<file path="src/rtl/psum_drain_pkg.sv">
// Shared types and defaults for the psum drain engine.
package psum_drain_pkg;

    typedef enum logic [2:0] {
        StIdle,
        StFetch,
        StWait,
        StShift,
        StFin
    } state_e;

    localparam int unsigned PSUM_W_DEF    = 48;
    localparam int unsigned ADDR_STEP_DEF = 8;

    typedef logic [PSUM_W_DEF-1:0] psum_t;

endpackage

</file>
<file path="src/rtl/psum_drain_line_buf.sv">
// Line buffer: parallel load of one psum line, serial output row 0..ROWS-1 with hold.
module psum_line_buf
    import psum_drain_pkg::*;
#(
    parameter int unsigned ROWS = 16,
    parameter int unsigned W    = PSUM_W_DEF
) (
    input  logic                      clk_i,
    input  logic                      rst_i,
    input  logic                      load_i,
    input  logic [ROWS-1:0][W-1:0]    load_data_i,
    input  logic                      load_last_i,
    input  logic                      pop_i,
    output logic                      valid_o,
    output logic [W-1:0]              data_o,
    output logic [$clog2(ROWS)-1:0]   row_o,
    output logic                      row_end_o,
    output logic                      last_o
);

    localparam int unsigned RowW = $clog2(ROWS);

    logic [ROWS-1:0][W-1:0] line_q, line_d;
    logic [RowW-1:0]        row_q, row_d;
    logic                   full_q, full_d;
    logic                   last_q, last_d;

    always_ff @(posedge clk_i) begin
        if (rst_i) begin
            line_q <= '0;
            row_q  <= '0;
            full_q <= 1'b0;
            last_q <= 1'b0;
        end else begin
            line_q <= line_d;
            row_q  <= row_d;
            full_q <= full_d;
            last_q <= last_d;
        end
    end

    always_comb begin
        line_d = line_q;
        row_d  = row_q;
        full_d = full_q;
        last_d = last_q;
        if (load_i) begin
            line_d = load_data_i;
            row_d  = '0;
            full_d = 1'b1;
            last_d = load_last_i;
        end else if (pop_i && full_q) begin
            if (row_end_o) begin
                row_d  = '0;
                full_d = 1'b0;
            end else begin
                row_d = row_q + 1'b1;
            end
        end
    end

    assign valid_o   = full_q;
    assign data_o    = line_q[row_q];
    assign row_o     = row_q;
    assign row_end_o = (row_q == RowW'(ROWS - 1));
    assign last_o    = full_q && row_end_o && last_q;

endmodule

</file>
<file path="src/rtl/psum_drain.sv">
// Drains ROWS psum banks onto a valid/ready stream, address-major, row 0..ROWS-1.
// Optional PSUM_DRAIN_PREFETCH_EN: ping-pong line buffers, next line fetched during drain.
module psum_drain
    import psum_drain_pkg::*;
#(
    parameter int unsigned ROWS      = 16,
    parameter int unsigned ADDR_W    = 32,
    parameter int unsigned ADDR_STEP = ADDR_STEP_DEF,
    parameter int unsigned PSUM_W    = PSUM_W_DEF,
    parameter int unsigned MEM_LAT   = 2
) (
    input  logic                         clk_i,
    input  logic                         rst_i,
    input  logic                         start_i,
    input  logic [ADDR_W-1:0]            base_addr_i,
    input  logic [15:0]                  count_i,
    output logic                         busy_o,
    output logic                         done_o,
    output logic [ROWS-1:0][ADDR_W-1:0]  mem_addr_o,
    input  logic [ROWS-1:0][63:0]        mem_rdata_i,
    output logic                         m_valid_o,
    input  logic                         m_ready_i,
    output logic [PSUM_W-1:0]            m_data_o,
    output logic [$clog2(ROWS)-1:0]      m_row_o,
    output logic                         m_last_o
);

    state_e                  state_q, state_d;
    logic [ADDR_W-1:0]       cur_addr_q, cur_addr_d, hold_addr_q;
    logic [15:0]             words_left_q, words_left_d;
    logic [MEM_LAT-1:0]      lat_q, last_sr_q;
    logic                    accept, fetch, rd_done, rd_last, hs, row_end;
    logic [ROWS-1:0][PSUM_W-1:0] rd_psum;
    logic                    unused_rdata_hi;

    assign accept  = (state_q == StIdle) && start_i;
    assign rd_done = lat_q[MEM_LAT-1];
    assign rd_last = last_sr_q[MEM_LAT-1];
    assign hs      = m_valid_o && m_ready_i;

    // The address is only meaningful in the fetch cycle; it holds otherwise.
    assign mem_addr_o = {ROWS{fetch ? cur_addr_q : hold_addr_q}};

    always_comb begin
        unused_rdata_hi = 1'b0;
        for (int r = 0; r < int'(ROWS); r++) begin
            rd_psum[r]      = mem_rdata_i[r][PSUM_W-1:0];
            unused_rdata_hi = unused_rdata_hi ^ (^mem_rdata_i[r][63:PSUM_W]);
        end
    end

    always_ff @(posedge clk_i) begin
        if (rst_i) begin
            state_q <= StIdle;
        end else begin
            state_q <= state_d;
        end
    end

    // The latency shift registers track in-flight reads and whether each is the final line.
    always_ff @(posedge clk_i) begin
        if (rst_i) begin
            cur_addr_q   <= '0;
            hold_addr_q  <= '0;
            words_left_q <= '0;
            lat_q        <= '0;
            last_sr_q    <= '0;
        end else begin
            cur_addr_q   <= cur_addr_d;
            words_left_q <= words_left_d;
            lat_q        <= MEM_LAT'({lat_q, fetch});
            last_sr_q    <= MEM_LAT'({last_sr_q, fetch && (words_left_q == 16'd1)});
            if (fetch) begin
                hold_addr_q <= cur_addr_q;
            end
        end
    end

    always_comb begin
        cur_addr_d   = cur_addr_q;
        words_left_d = words_left_q;
        if (accept) begin
            cur_addr_d   = base_addr_i;
            words_left_d = count_i;
        end else if (fetch) begin
            cur_addr_d   = cur_addr_q + ADDR_W'(ADDR_STEP);
            words_left_d = words_left_q - 16'd1;
        end
    end

`ifdef PSUM_DRAIN_PREFETCH_EN
    logic                    wr_sel_q, rd_sel_q;
    logic                    v0, v1, e0, e1, l0, l1, pf_ok;
    logic [PSUM_W-1:0]       d0, d1;
    logic [$clog2(ROWS)-1:0] r0, r1;

    always_ff @(posedge clk_i) begin
        if (rst_i) begin
            wr_sel_q <= 1'b0;
            rd_sel_q <= 1'b0;
        end else begin
            if (rd_done) wr_sel_q <= ~wr_sel_q;
            if (hs && row_end) rd_sel_q <= ~rd_sel_q;
        end
    end

    // One read in flight at most, and only when a buffer is free to receive it.
    assign pf_ok = (words_left_q != 16'd0) && (lat_q == '0) && !(v0 && v1);

    psum_line_buf #(.ROWS(ROWS), .W(PSUM_W)) u_buf0 (
        .clk_i       (clk_i),
        .rst_i       (rst_i),
        .load_i      (rd_done && !wr_sel_q),
        .load_data_i (rd_psum),
        .load_last_i (rd_last),
        .pop_i       (hs && !rd_sel_q),
        .valid_o     (v0),
        .data_o      (d0),
        .row_o       (r0),
        .row_end_o   (e0),
        .last_o      (l0)
    );

    psum_line_buf #(.ROWS(ROWS), .W(PSUM_W)) u_buf1 (
        .clk_i       (clk_i),
        .rst_i       (rst_i),
        .load_i      (rd_done && wr_sel_q),
        .load_data_i (rd_psum),
        .load_last_i (rd_last),
        .pop_i       (hs && rd_sel_q),
        .valid_o     (v1),
        .data_o      (d1),
        .row_o       (r1),
        .row_end_o   (e1),
        .last_o      (l1)
    );

    assign m_valid_o = rd_sel_q ? v1 : v0;
    assign m_data_o  = rd_sel_q ? d1 : d0;
    assign m_row_o   = rd_sel_q ? r1 : r0;
    assign row_end   = rd_sel_q ? e1 : e0;
    assign m_last_o  = rd_sel_q ? l1 : l0;
`else
    psum_line_buf #(.ROWS(ROWS), .W(PSUM_W)) u_buf (
        .clk_i       (clk_i),
        .rst_i       (rst_i),
        .load_i      (rd_done),
        .load_data_i (rd_psum),
        .load_last_i (rd_last),
        .pop_i       (hs),
        .valid_o     (m_valid_o),
        .data_o      (m_data_o),
        .row_o       (m_row_o),
        .row_end_o   (row_end),
        .last_o      (m_last_o)
    );
`endif

    always_comb begin
        state_d = state_q;
        unique case (state_q)
            StIdle:  if (accept) state_d = (count_i == 16'd0) ? StFin : StFetch;
            StFetch: state_d = StWait;
            StWait:  if (rd_done) state_d = StShift;
`ifdef PSUM_DRAIN_PREFETCH_EN
            StShift: if (hs && m_last_o) state_d = StFin;
`else
            StShift: if (hs && row_end) state_d = m_last_o ? StFin : StFetch;
`endif
            StFin:   state_d = StIdle;
            default: state_d = StIdle;
        endcase
    end

    always_comb begin
        busy_o = accept;
        done_o = 1'b0;
        fetch  = 1'b0;
        unique case (state_q)
            StIdle:  ;
            StFetch: begin
                busy_o = 1'b1;
                fetch  = 1'b1;
            end
            StWait:  busy_o = 1'b1;
            StShift: begin
                busy_o = 1'b1;
`ifdef PSUM_DRAIN_PREFETCH_EN
                fetch  = pf_ok;
`endif
            end
            StFin:   done_o = 1'b1;
            default: ;
        endcase
    end

endmodule
</file>
<file path="config.mk">
export PLATFORM = sky130hd
export DESIGN_NAME = psum_drain
export DESIGN_NICKNAME = d
export VERILOG_FILES = /design/src/rtl/psum_drain_pkg.sv /design/src/rtl/psum_drain_line_buf.sv /design/src/rtl/psum_drain.sv
export SDC_FILE = /design/constraint.sdc
export NUM_CORES = 2
export LEC_CHECK = 0
export CORE_AREA = 4 4 640 642
export CTS_BUF_LIST = sky130_fd_sc_hd__clkbuf_8 sky130_fd_sc_hd__clkbuf_16
export DETAILED_ROUTE_END_ITERATION = 10
export DIE_AREA = 0 0 644 646
export PLACE_DENSITY = 0.36
export SLEW_MARGIN = 0
export SYNTH_ARGS = -nofsm -noshare
export SYNTH_HDL_FRONTEND = slang
export SYNTH_SLANG_ARGS = --single-unit
</file>
<file path="constraint.sdc">
create_clock -name clk_i -period 6.44 [get_ports clk_i]
set_input_delay 0.966 -clock clk_i [delete_from_list [all_inputs] [get_ports clk_i]]
set_output_delay 0.966 -clock clk_i [all_outputs]
set_load 0.01 [all_outputs]
</file>
* Word level (Yosys, flattened, before mapping) *
Index checks and enable logic that the tools add are counted.

word-level totals
  register bits = 861
  bits of input ports = 1,076
  output and inout bits = 568
  logic and storage cells = 74

operators by class
  $add $sub $neg = 3
  magnitude comparators = 1
  equality and inequality tests = 9
  multiplexer cells = 20
  reductions and logical operators = 16

operators with widths
  kind                   count
  $bmux 48 s4            1
  $mux 32                3
  $mux 48                1
  $add 32x4->32 const B  1
  $mux 16                2
  $eq 16x1->1 const B    1
  $logic_not 16->1       1
  $sub 16x1->16 const B  1
  $mux 3                 5
  $pmux 3 s4             1
  $logic_and 1x1->1      7
  $eq 3x2->1 const B     2
  $mux 1                 6
  $ne 2x2->1 const B     3
  $reduce_bool 2->1      3
  $lt 4x5->1 const B     1
  $add 4x1->4 const B    1
  $eq 4x4->1 const B     1
  $mux 4                 1
  $eq 3x1->1 const B     1
  $eq 3x3->1 const B     1
  $logic_not 3->1        1
  $reduce_and 3->1       1
  $reduce_or 3->1        1
  2 further kinds        2

* Logic depth before layout (Yosys ltp) *
  word-level depth = 6
  mapped depth = 8
  gate-level depth less buffers = 7

* Modules after synthesis *
Synthesis repeated with hierarchy kept, for this count alone.

second synthesis, totals
  cell total of the unflattened synthesis = 3,951
  area total of the unflattened synthesis = 40,476.3 um^2

by module, submodules not included
  module         times used  cells an instance  area an instance (um^2)  sequential area each (um^2)
  psum_line_buf  1           2,908              32,578.7                 15,494.9
  psum_drain     1           1,043              7,897.6                  1,741.7

* Worst setup path after synthesis *
Ideal clock, no wire load.

  kind = flip-flop to output port
  from = register state_q[1]
  to = output mem_addr_o[116] (netlist name)
  arrival = 2,283 ps
  required time = 5,474 ps
  setup slack = 3,191 ps
  cell stages (with the launch flop) = 7
  path buffers = 3
  cells stage by stage = dfxtp_1 > clkbuf_1 > nor2_1 > nand2_1 > clkbuf_1 > o21ai_0 > buf_4

RTL lines
  element                   RTL line          source
  start: declaration        psum_drain.sv:28  state_e state_q, state_d;
  start signal: assignment  psum_drain.sv:54  state_q <= StIdle;
  start signal: assignment  psum_drain.sv:56  state_q <= state_d;
  end: declaration          psum_drain.sv:19  output logic [ROWS-1:0][ADDR_W-1:0] mem_addr_o,

* Worst setup path in the final report *
  from = register u_buf.row_q[0], in the netlist u_buf.row_o[0]
  to = output m_data_o[13]

between the ends
  word-level cells in the longest chain between the ends = 2

RTL lines
  element                        RTL line                   source
  start: declaration             psum_drain_line_buf.sv:24  logic [RowW-1:0] row_q, row_d;
  start signal: assignment       psum_drain_line_buf.sv:36  row_q <= row_d;
  $bmux 48 s4                    psum_drain_line_buf.sv:63  assign data_o = line_q[row_q];
  $mux 48 (not written as such)  psum_drain_line_buf.sv:63
  end: declaration               psum_drain.sv:23           output logic [PSUM_W-1:0] m_data_o,

Every way passes these cells. The select of a mux whose other input is x is not followed.

==> metrics.md <==
| Metric | Value |
|---|---|
| Mapped cell area | 0.0407 mm2 |
| Post-cts resize count | 0 |
| Peak supply drop | 228 uV |
| Critical-path cell list | buf_4 -> mux4_2 -> nor2b_1 -> a211oi_2 -> a21oi_1 -> clkdlybuf4s50_1 |
| Worst EP required | 5.47 ns |
| Via count | 32600 |
| DP HPWL | 183 mm |
| # setup viols final | 0 |
| Worst EP arrival | 4.71 ns |
| Placer Congestion | 0.776 |
| Dpl ws | 1.41 ns |
| GRT Util Overall | 10.5% |
| Grt ovf | 0 |
| CTS tree | yes |
| Number of max-cap violations | 0 |
| Total clock sinks | 861 |
| First-pass GRT wire length | 302 mm |
| Post-CTS setup buffer count | 0 |
| Crit share post-route | 88.2% |
| PortBufs | 1387 |
| Hold-fix buffers at CTS | 0 |
| R2R cell count | 6 |
| Fmax | 176 MHz |
| Antenna violations before repair | 195 |
| TritonRoute pass-1 iters | 5 |
| IO Pins | 1644 |
| Most common cell in the netlist | dfxtp_1 |
| Core Rows | 234 |
| Final min period | 5.68 ns |
| Worst Path Max Fanout | 25 |
| Synth Flop Type | dfxtp_1 |
| Hold Path Class | reg2reg |
| Clk Latency, worst-skew pair | 0.90 ns |
| Synthesis-stage register bit count | 861 |
| Die Y | 646 um |
| Ys Warns | 0 |
| Mapped Cells | 3989 |
| Post-Route Skew | 0.120 ns |
| DIE WIDTH | 644 um |
| Area Growth Syn to Fin | 51.6% |
| Outcome | completed |
| Final hold viol count | 0 |
| CTS root buf | clkbuf_16 |
| Mapped Nets | 5069 |
| Initial core utilization | 10.1% |
| Largest net degree at the start of global routing | 116 |
| Max-Slew Margin vs Limit | 22.0% |
| CP Launch Type | register |
| Slew Viols, Final | 0 |
| Placed cell count | 10100 |
| WHS Path Cells | 1 |
| H-tree levels | 3 |
| Final wirelength | 230 mm |
| Total power | 14.1 mW |
| Commonest cells post-synth | 861 x dfxtp_1, 820 x mux2i_1, 794 x nor2_1, 482 x buf_4, 192 x mux4_2 |
| RSZ-0062 raised after global routing | false |
| Yosys cell types | 50 |
| Yosys top cell area share | 42.4% |
| Slew @ Worst Pin | 1.16 ns |
| Critical path endpoint category | primary output |
| CP max stage cell | a211oi_2 |
| DRT iter0 DRCs | 1790 |
| Register area share after synthesis | 42.4% |
| Finished Layout Cells | 10400 |
| Setup TNS | 0 ns |
| Core box area | 0.405 mm2 |
| WS Path Type | reg2out |
| Total power per unit cell area | 228 mW/mm2 |
| Nets | 5897 |
| Layout cell share with drive strength beyond 1 | 10.2% |
| CTS max path bufs | 4 |
| Async SR Flop Fraction | 0% |
| Leakage | 19.4 nW |
| Worst path max stage delay | 0.82 ns |
| Yosys top cell by area | dfxtp_1 |
| Num CTS Buffers | 121 |
| Residual DRC | 0 |
| Vias per cell | 3.14 |
| Post-route antenna net violation count | 0 |
| Top cells by area, synth | dfxtp_1 42%, mux2i_1 20%, mux4_2 11% |
| EDFF count, synth | 0 |
| Clk slew on worst S/H paths | 0.06 ns |
| Number of global-route vias before repair | 32600 |
| Die Area | 0.416 mm2 |
| Average cell area after synthesis | 10.2 um2 |
| Min Hold Slack | 0.447 ns |
| Per-cell routed wire length | 22.2 um |
| Final WS setup | 0.762 ns |
state kept, by name, indices dropped and copies added, names as in the netlist:
name / flops
u_buf.line_q: 768
cur_addr_q: 32
hold_addr_q: 32
words_left_q: 16
u_buf.row_o: 4
state_q: 3
last_sr_q: 2
lat_q: 2
u_buf.last_q: 1
u_buf.valid_o: 1
routing by layer:
metal,vias up,track usage (%),wire length (um)
li1,15100,-,-
met1,15900,11.7,88000
met2,1134,19.5,121000
met3,436,3.14,15700
met4,70,2.35,5160
met5,-,0,455
where the power goes:
part           internal (mW)  leakage (nW)  switching, mW
Combinational          0.969          10.4          0.761
Clock                   3.96          2.07           2.82
Sequential              5.46          6.97          0.115
Total                   10.4          19.4           3.69
logic make-up (layout without fill, tap and decap cells):
| family | Yosys count | count (layout) | share of synthesized area (%) |
|---|---|---|---|
| and+or+nand+nor | 1079 | 1079 | 10.9 |
| DFF | 861 | 861 | 42.4 |
| xor gates and xnor gates | 16 | 16 | 0.344 |
| adders and majority gates | 4 | 4 | 0.123 |
| buffers and inverters | 767 | 1688 | 11.6 |
| muxes | 1013 | 1013 | 30.8 |
| other | 0 | 39 | 0 |
| AOI/OAI and AO/OA | 249 | 249 | 3.78 |
critical path: cells and delay by family, from the launching register on:
family          cells  cell delay [ns]
compound gates      2             1.24
flops               1             0.79
buf+inv             2             1.13
simple gates        1             0.15
mux                 1             0.54
layout make-up:
cell class,instances,area (um2)
well taps,5428,6790
flip-flops and latches,861,17300
multi-input cells,2361,18800
clock buffers,154,3490
fillers,45400,343000
clock inverters,62,467
diodes,39,97.6
repair buffers,1467,14700
inverters,5,18.8
per-stage QoR:
stage | utilization [%] | area, um2
2_1_floorplan | - | 40700
5_1_grt | 15.2 | 61600
6_report | 15.2 | 61700
4_1_cts | 15.2 | 61600
3_3_place_gp | 14.2 | 57600
3_5_place_dp | 14.2 | 57600
path summary, 6_finish.rpt:
kind	startpoint	to	slack (ns)
max reg2reg	u_buf.row_o[2]	state_q[2]	3.62
min reg2reg	lat_q[0]	lat_q[1]	0.45
min	lat_q[0]	lat_q[1]	0.45
max	u_buf.row_o[0]	m_data_o[13]	0.76
layout by cell type, fill, tap and decap left out, drive strengths merged, types with 6 or more instances in the layout:
cell type,n
or4,6
nand4,16
diode,39
nand2,128
xnor2,8
o22ai,12
clkinv,20
mux2i,820
clkbuf,154
a211oi,52
xor2,8
nor4,20
dfxtp,861
mux4,192
inv,41
clkdlybuf4s50,1386
a21oi,123
nand3,17
and2,8
o211ai,7
nor2b,52
o311ai,7
nor3,14
o21ai,9
buf,81
nor2,794
a22oi,23
(Power assumes the default switching activity.)
